--- src/rtl/alarm_pkg.sv ---
// Shared types and constants for the multi-zone alarm controller.
// State codes double as the selsw selector value.
package alarm_pkg;

  localparam int SELSW_W = 3;

  typedef enum logic [SELSW_W-1:0] {
    S_DISARMED = 3'b000,
    S_ARMING   = 3'b001,
    S_ARMED    = 3'b010,
    S_ENTRY    = 3'b011,
    S_ALARM    = 3'b100,
    S_SILENCED = 3'b101
  } state_t;

  // Bits needed to hold the largest of the three delays.
  function automatic int timer_w(input int a, input int b, input int c);
    int m;
    m = a;
    if (b > m) m = b;
    if (c > m) m = c;
    return (m < 2) ? 1 : $clog2(m + 1);
  endfunction

endpackage

--- src/rtl/alarm_multizone_debounce.sv ---
// Per-zone debounce: saturating run counter of qualified high cycles.
// trip holds while saturated; trip_rise marks its first cycle only.
module zone_debounce #(
  parameter int CONFIRM = 3
) (
  input  logic clk,
  input  logic reset,
  input  logic in,
  input  logic en,
  output logic trip,
  output logic trip_rise
);

  localparam int CW = $clog2(CONFIRM + 1);
  localparam logic [CW-1:0] SAT = CW'(CONFIRM);

  logic [CW-1:0] r_cnt;
  logic          r_trip_d;

  // Count qualified highs, clear on any low or bypassed cycle.
  always_ff @(posedge clk or negedge reset) begin
    if (!reset) begin
      r_cnt    <= '0;
      r_trip_d <= 1'b0;
    end else begin
      if (in && en) begin
        if (r_cnt != SAT) r_cnt <= r_cnt + 1'b1;
      end else begin
        r_cnt <= '0;
      end
      r_trip_d <= trip;
    end
  end

  assign trip      = (r_cnt == SAT);
  assign trip_rise = trip & ~r_trip_d;

endmodule

--- src/rtl/alarm_multizone.sv ---
// Multi-zone alarm: debounced zones, arm/entry/exit timing,
// timed siren with silenced re-trigger on fresh zones.
module alarm_multizone
  import alarm_pkg::*;
#(
  parameter int ZONES        = 4,
  parameter int CONFIRM      = 3,
  parameter int EXIT_DELAY   = 8,
  parameter int ENTRY_DELAY  = 6,
  parameter int SIREN_CYCLES = 10,
  parameter logic [ZONES-1:0] DELAY_MASK = ZONES'(1),
  parameter int TW           = 8
) (
  input  logic               clk,
  input  logic               reset,
  input  logic               arm,
  input  logic               disarm,
  input  logic [ZONES-1:0]   x,
  input  logic [ZONES-1:0]   zone_en,
  output logic [SELSW_W-1:0] selsw,
  output logic               alarm,
  output logic               armed,
  output logic [ZONES-1:0]   latched
);

  localparam logic [TW-1:0] EXIT_LD  = TW'(EXIT_DELAY - 1);
  localparam logic [TW-1:0] ENTRY_LD = TW'(ENTRY_DELAY - 1);
  localparam logic [TW-1:0] SIREN_LD = TW'(SIREN_CYCLES - 1);

  state_t           r_state;
  logic [TW-1:0]    r_timer;
  logic [ZONES-1:0] r_latched;
  logic             r_alarm;

  logic [ZONES-1:0] w_trip;
  logic [ZONES-1:0] w_rise;
  logic [ZONES-1:0] w_ev;
  logic [ZONES-1:0] w_inst;
  logic [ZONES-1:0] w_new;
  logic             w_tz;
  logic             w_unused_trip;

  for (genvar g = 0; g < ZONES; g++) begin : g_zone
    zone_debounce #(.CONFIRM(CONFIRM)) u_db (
      .clk       (clk),
      .reset     (reset),
      .in        (x[g]),
      .en        (zone_en[g]),
      .trip      (w_trip[g]),
      .trip_rise (w_rise[g])
    );
  end

  assign w_unused_trip = ^w_trip;
  assign w_ev   = w_rise & zone_en;
  assign w_inst = w_ev & ~DELAY_MASK;
  assign w_new  = w_ev & ~r_latched;
  assign w_tz   = (r_timer == '0);

  // Alarm FSM with shared countdown, latched zones and siren register.
  always_ff @(posedge clk or negedge reset) begin
    if (!reset) begin
      r_state   <= S_DISARMED;
      r_timer   <= '0;
      r_latched <= '0;
      r_alarm   <= 1'b0;
    end else begin
      r_alarm <= 1'b0;
      if (disarm) begin
        r_state   <= S_DISARMED;
        r_timer   <= '0;
        r_latched <= '0;
      end else begin
        case (r_state)
          S_DISARMED: begin
            if (arm) begin
              r_state <= S_ARMING;
              r_timer <= EXIT_LD;
            end
          end
          S_ARMING: begin
            if (w_tz) r_state <= S_ARMED;
            else      r_timer <= r_timer - 1'b1;
          end
          S_ARMED: begin
            if (|w_ev) begin
              r_latched <= r_latched | w_ev;
              if (|w_inst) begin
                r_state <= S_ALARM;
                r_timer <= SIREN_LD;
                r_alarm <= 1'b1;
              end else begin
                r_state <= S_ENTRY;
                r_timer <= ENTRY_LD;
              end
            end
          end
          S_ENTRY: begin
            r_latched <= r_latched | w_ev;
            if ((|w_inst) || w_tz) begin
              r_state <= S_ALARM;
              r_timer <= SIREN_LD;
              r_alarm <= 1'b1;
            end else begin
              r_timer <= r_timer - 1'b1;
            end
          end
          S_ALARM: begin
            r_latched <= r_latched | w_ev;
            if (w_tz) begin
              r_state <= S_SILENCED;
            end else begin
              r_timer <= r_timer - 1'b1;
              r_alarm <= 1'b1;
            end
          end
          S_SILENCED: begin
            if (|w_new) begin
              r_state   <= S_ALARM;
              r_timer   <= SIREN_LD;
              r_latched <= r_latched | w_new;
              r_alarm   <= 1'b1;
            end
          end
          default: begin
            r_state   <= S_DISARMED;
            r_timer   <= '0;
            r_latched <= '0;
          end
        endcase
      end
    end
  end

  assign selsw   = r_state;
  assign alarm   = r_alarm;
  assign latched = r_latched;
  assign armed   = (r_state == S_ARMED) || (r_state == S_ENTRY) ||
                   (r_state == S_ALARM) || (r_state == S_SILENCED);

endmodule

--- config.mk ---
export PLATFORM = sky130hd
export DESIGN_NAME = alarm_multizone
export DESIGN_NICKNAME = d
export VERILOG_FILES = /design/src/rtl/alarm_pkg.sv /design/src/rtl/alarm_multizone_debounce.sv /design/src/rtl/alarm_multizone.sv
export SDC_FILE = /design/constraint.sdc
export NUM_CORES = 1
export LEC_CHECK = 0
export CORE_AREA = 3 3 67 69
export DETAILED_ROUTE_END_ITERATION = 10
export DIE_AREA = 0 0 70 72
export SLEW_MARGIN = 0
export SYNTH_ARGS = -nofsm -noshare
export SYNTH_HDL_FRONTEND = slang
export SYNTH_SLANG_ARGS = --single-unit
--- constraint.sdc ---
create_clock -name clk -period 5.3 [get_ports clk]
set_input_delay 0.53 -clock clk [delete_from_list [all_inputs] [get_ports clk]]
set_output_delay 0.53 -clock clk [all_outputs]
set_load 0.03 [all_outputs]
* Word level (Yosys, flattened, before mapping)
Index checks and enable logic that the tools add are counted.
** Operators by class
- Bitwise gates (word level) :: 13
- Mux-type cells :: 36
- Eq/ne operators :: 25
- Reductions and logical operators :: 19
- Add/subtract/negate cells :: 5
** Operators with widths (number)
- $mux W8 :: 6
- $pmux W8 S5 :: 1
- $mux W3 :: 8
- $ne A3 B3 Y1 const B :: 7
- $pmux W3 S6 :: 1
- $mux W2 :: 8
- $mux W4 :: 4
- $ne A2 B2 Y1 const B :: 8
- $pmux W4 S4 :: 1
- $add A2 B1 Y2 const B :: 4
- $and A4 B4 Y4 :: 2
- $eq A2 B2 Y1 const B :: 4
- $logic_not A8 Y1 :: 1
- $or A4 B4 Y4 :: 2
- $reduce_or A4 Y1 :: 2
- $sub A8 B1 Y8 const B :: 1
- $eq A3 B2 Y1 const B :: 2
- $eq A3 B3 Y1 const B :: 2
- $mux W1 :: 6
- $reduce_and A6 Y1 :: 1
- $reduce_or A2 Y1 :: 3
- $and A1 B1 Y1 :: 4
- $logic_and A1 B1 Y1 :: 4
- $logic_or A1 B1 Y1 :: 4
- 9 further kinds :: 12
** Storage, ports and cells
- Output and inout bits :: 9
- Word-level logic and storage cells :: 110
- Input port bits :: 12
- Bits in registers :: 28

* Logic depth before layout (Yosys ltp)
- Word-level depth :: 8
- Depth in mapped cells :: 8
- Mapped depth without buffers :: 7

* By module
From an unflattened synthesis, not the netlist that was laid out.
** Second synthesis, totals
- Cell total of the unflattened synthesis :: 163
- Area total of the unflattened synthesis :: 1590.3 µm²
** By module, submodules not included
- alarm_multizone :: area an instance 1094.8 µm², cells each 123, instances 1
- zone_debounce :: area an instance 123.9 µm², cells each 10, instances 4

* Worst setup path before layout
OpenSTA, ideal clock, no wires.
- Kind :: register -> register
- Start point :: register r_state[2], in the netlist selsw[2]
- End point :: register r_timer[0]
- Required time :: 5175 ps
- Path slack :: 3233 ps
- Cell stages (with the launch flop) :: 8
- Setup time :: 125 ps
- Arrival time :: 1942 ps
- Path through :: dfrtp_1 buf_6 nand2b_4 a211o_1 o22ai_4 or2_1 buf_6 mux2_4
** Between the ends
- Word-level cells in the longest chain between the ends :: 4
- Elaborated cells on any way between the ends :: 14
** RTL lines
- from (decl) :: RTL line alarm_multizone.sv:30 : state_t r_state;
- from (signal assigned) :: RTL line alarm_multizone.sv:63 : r_state <= S_DISARMED;
- from (signal assigned) :: RTL line alarm_multizone.sv:70 : r_state <= S_DISARMED;
- from (signal assigned) :: RTL line alarm_multizone.sv:77 : r_state <= S_ARMING;
- $eq A3 B3 Y1 / $eq A3 B1 Y1 (equally long branches) :: RTL line alarm_multizone.sv:74 : case (r_state)
- $reduce_or A2 Y1 (no source line)
- $pmux W8 S5 / $ne A3 B3 Y1 (equally long branches)
- $mux W8 / $reduce_and A4 Y1 (equally long branches)
- to (signal assigned) :: RTL line alarm_multizone.sv:83 : else r_timer <= r_timer - 1'b1;
- to (signal assigned) :: RTL line alarm_multizone.sv:105 : r_timer <= r_timer - 1'b1;
- to (signal assigned) :: RTL line alarm_multizone.sv:113 : r_timer <= r_timer - 1'b1;
- to (decl) :: RTL line alarm_multizone.sv:31 : logic [TW-1:0] r_timer;
Parallel ways exist; a longest one is shown, timed or not.
A chain may end at the register's enable or synchronous reset.

* Final worst setup path
- Start point :: input disarm
- End point :: register r_timer[0]
** Between the ends
- Word-level cells in the longest chain between the ends :: 2
- Elaborated cells on any way between the ends :: 6
** RTL lines
- from (decl) :: RTL line alarm_multizone.sv:17 : input logic disarm,
- $ne A3 B3 Y1 (no source line)
- $reduce_and A4 Y1 (no source line)
Parallel ways exist; a longest one is shown, timed or not.

==> impl_metrics.yaml <==
run_status:
  status: "complete, no violations"
critical_path:
  worstReg2RegEnd: "r_timer[0]"
  cp_max_fo: 13
  endpoint: "r_timer[0]"
  worstReg2RegStart: "r_timer[0]"
  worstPathRequired_ns: 5.48
  crit_family: "simple AND/OR/NAND/NOR gates"
  reg2reg_depth: 7
  worstPathArrival_ns: 2.75
  path_cells: "clkdlybuf4s50_1 -> nor2_1 -> o2111ai_1 -> o22ai_4 -> or2_1 -> mux2_4"
  crit_path_end_kind: "register"
  crit_start: "disarm"
  crit_path_start_kind: "input port"
  cpPeakStageDelay_ns: 0.69
  cp.depth: 6
  cp.buffers_inverters: 1
  r2r_slack_ns: 2.91
  crit_slowest_cell: "clkdlybuf4s50_1"
  crit_type: "input port to register"
logic_synthesis:
  synth_adder_area_share: 0.0490
  synth_top_area_frac: 0.403
  synthMuxAreaShare: 0.0317
  synth-edff-count: 0
  synth.avg_cell_area_um2: 9.87
  yosys_warnings: 0
  synthesis.instances: 176
  yosysTopAreaCell: "dfrtp_1"
  synth_common_cells: "28 x dfrtp_1, 16 x nor2_1, 11 x a21oi_1, 11 x o21ai_0, 10 x nand2_1"
  synthArstFlopShare: 1.00
  ys_ff_latch: 28
  yosysMostFrequentCell: "dfrtp_1"
  synth.distinct_cells: 48
  synth-simple-area-share: 0.214
  ys_seq_area_frac: 0.403
  ys_top_cells_by_area: "dfrtp_1 40%, ha_1 4.3%, nor2_1 3.5%, a21oi_1 3.2%, o21ai_0 3.2%"
  syn-cell-area_mm2: 0.00174
  synth_fp_nets: 194
  synth-xor-area-share: 0.0302
  synth_top_family_by_area: "compound AO/OA/AOI/OAI gates"
  synth_compound_area_frac: 0.225
  synth_flop_cell: "dfrtp_1"
power_and_ir_drop:
  peakVddDrop_mv: 0.148
  seqPwrFrac: 0.378
  p_sw_frac: 0.391
  finalPower_mw: 0.792
  pwr-share-clk: 0.218
  p_sw_mw: 0.310
  comb_power_share: 0.404
  powerDensity_mw_per_mm2: 390
  cellInternalPower_mw: 0.482
  p_leak_nw: 0.869
finish:
  num-nets-final: 213
  postLayoutCellArea_mm2: 0.00203
  diodes: 0
  syn_to_final_growth_pct: 16.7
  final_util: 0.511
  drive_above_1_share: 0.0979
timing:
  finalCriticalPeriod_ns: 2.58
  relSlewSlack: 0.555
  hold_viol: 0
  skew_ns: 0.00483
  drv_slew: 0
  setup_tns_ns: 0
  setup_viol: 0
  rsz0062_at_grt: "false"
  max_slew.worst_pin.slew_ns: 0.668
  finalCritPeriodShare: 0.486
  worst_slack_ns: 2.72
  clock.fmax_ghz: 0.388
grt:
  grt_pass1_vias: 1404
  grt_max_degree: 29
  grt_pass1_wl_um: 6530
  gr-total-overflow: 0
  antenna_found_initial: 0
  grt_usage: 0.155
die:
  boundaryPins: 21
  placementRows: 23
  coreArea_mm2: 0.00397
  fp.dieW_um: 70
  die_height_um: 72
  die_area_mm2: 0.00504
  start_util: 0.438
placed_design:
  postPlaceCellArea_mm2: 0.00196
  io_buffer_count: 20
  dp_hpwl_um: 2690
  place.gp.congestion: 0.836
  dp_slack_ns: 2.48
detailed_routing:
  vias: 1385
  drt_iter0_markers: 88
  ant_nets: 0
  routedWlPerCell_um: 15.4
  dr.pass1.iters: 4
  drc: 0
  avgViaCountPerCell: 5.68
  drt-total-wl_um: 3760
run:
  cap_violations: 0
clock_tree:
  cts.sinks: 28
  htreeDepth: 1
  path_clk_slew_ns: 0.10
  clk_latency_ns: 0.28
  cts.repair.resized: 0
  postCtsSetupBuffers: 0
  cts_hold_buf: 0
  cts_buffers: 3
  clockBufferDepth: 2
  cts_tree: "yes"
  cts_root_buf: "clkbuf_8"
min_path:
  worstHoldPathType: "register to register"
## area by class of cell
class	instances	area, µm²
Fill cell	346	1940
Multi-Input combinational cell	133	956
Sequential cell	28	701
Timing Repair Buffer	21	208
Tap cell	50	62.6
Clock buffer	3	41.3
Clock inverter	1	30.0
Inverter	8	30.0
## power by group through the flow
stage          Clock (mW)  Combinational (mW)  Sequential (mW)
6_report            0.173               0.320            0.299
5_1_grt             0.185               0.354            0.304
4_1_cts             0.177               0.319            0.297
3_5_place_dp            0               0.317            0.302
3_3_place_gp            0               0.313            0.301
2_1_floorplan           0               0.256            0.287
## metrics by stage
stage | hold WS, ns | instances
2_1_floorplan | 0.234 | 176
3_3_place_gp | 0.503 | 240
3_5_place_dp | 0.506 | 240
4_1_cts | 0.546 | 244
5_1_grt | 0.590 | 244
6_report | 0.537 | 244
## how the worst min path moves through the flow
stage                             from                      end  slack (ns)  cells past startpoint
6_report       g_zone[0].u_db.r_cnt[1]  g_zone[0].u_db.r_cnt[1]        0.54                      2
5_1_grt                     latched[3]               latched[3]        0.59                      1
4_1_cts                     latched[3]               latched[3]        0.55                      1
3_5_place_dp                latched[3]               latched[3]        0.51                      1
3_3_place_gp                latched[3]               latched[3]        0.50                      1
2_1_floorplan                    reset                    alarm        0.23                      0
## worst register-to-register path, cell delays in order, from the launching register on
cell and delay [ns]:
dfrtp_1 0.47, inv_1 0.14, ha_1 0.15, nor3b_1 0.32, nand2_1 0.20, o22ai_4 0.30, or2_1 0.36, mux2_4 0.34
## cell usage in the layout (no fill, tap or decap), drive strengths merged, types with 4 or more instances in the layout
| cell type | instances |
|---|---|
| nand2 | 10 |
| ha | 6 |
| xor2 | 6 |
| nor2 | 16 |
| clkdlybuf4s50 | 20 |
| nand2b | 6 |
| o21ai | 12 |
| nor3 | 4 |
| o21a | 5 |
| a21oi | 11 |
| inv | 8 |
| a211oi | 6 |
| nand3 | 7 |
| dfrtp | 28 |
| nand3b | 5 |
| o32ai | 4 |
| mux2i | 4 |
## per-layer routing
metal / up-vias / global-route usage / part of all wire / routed length (µm)
met2: 40 / 0.272 / 0.47 / 1780
met3: 4 / 0.0277 / 0.047 / 176
met5: - / 0 / 0 / 0
met4: 0 / 0.0340 / 0.0077 / 29
li1: 679 / - / - / -
met1: 662 / 0.201 / 0.47 / 1780
## state kept, by name, indices dropped and copies added (netlist names)
name and cells:
g_zone.u_db.r_trip_d 4, selsw 3, r_timer 8, g_zone.u_db.r_cnt 8
alarm 1, latched 4
## kinds of logic after synthesis
| group | count (synthesis) |
|---|---|
| adders and majority gates | 7 |
| buffers and inverters | 15 |
| DFF | 28 |
| muxes | 5 |
| AOI/OAI and AO/OA | 51 |
| and+or+nand+nor | 64 |
| xor gates and xnor gates | 6 |
No activity file was read; power rests on OpenSTA's default activity.
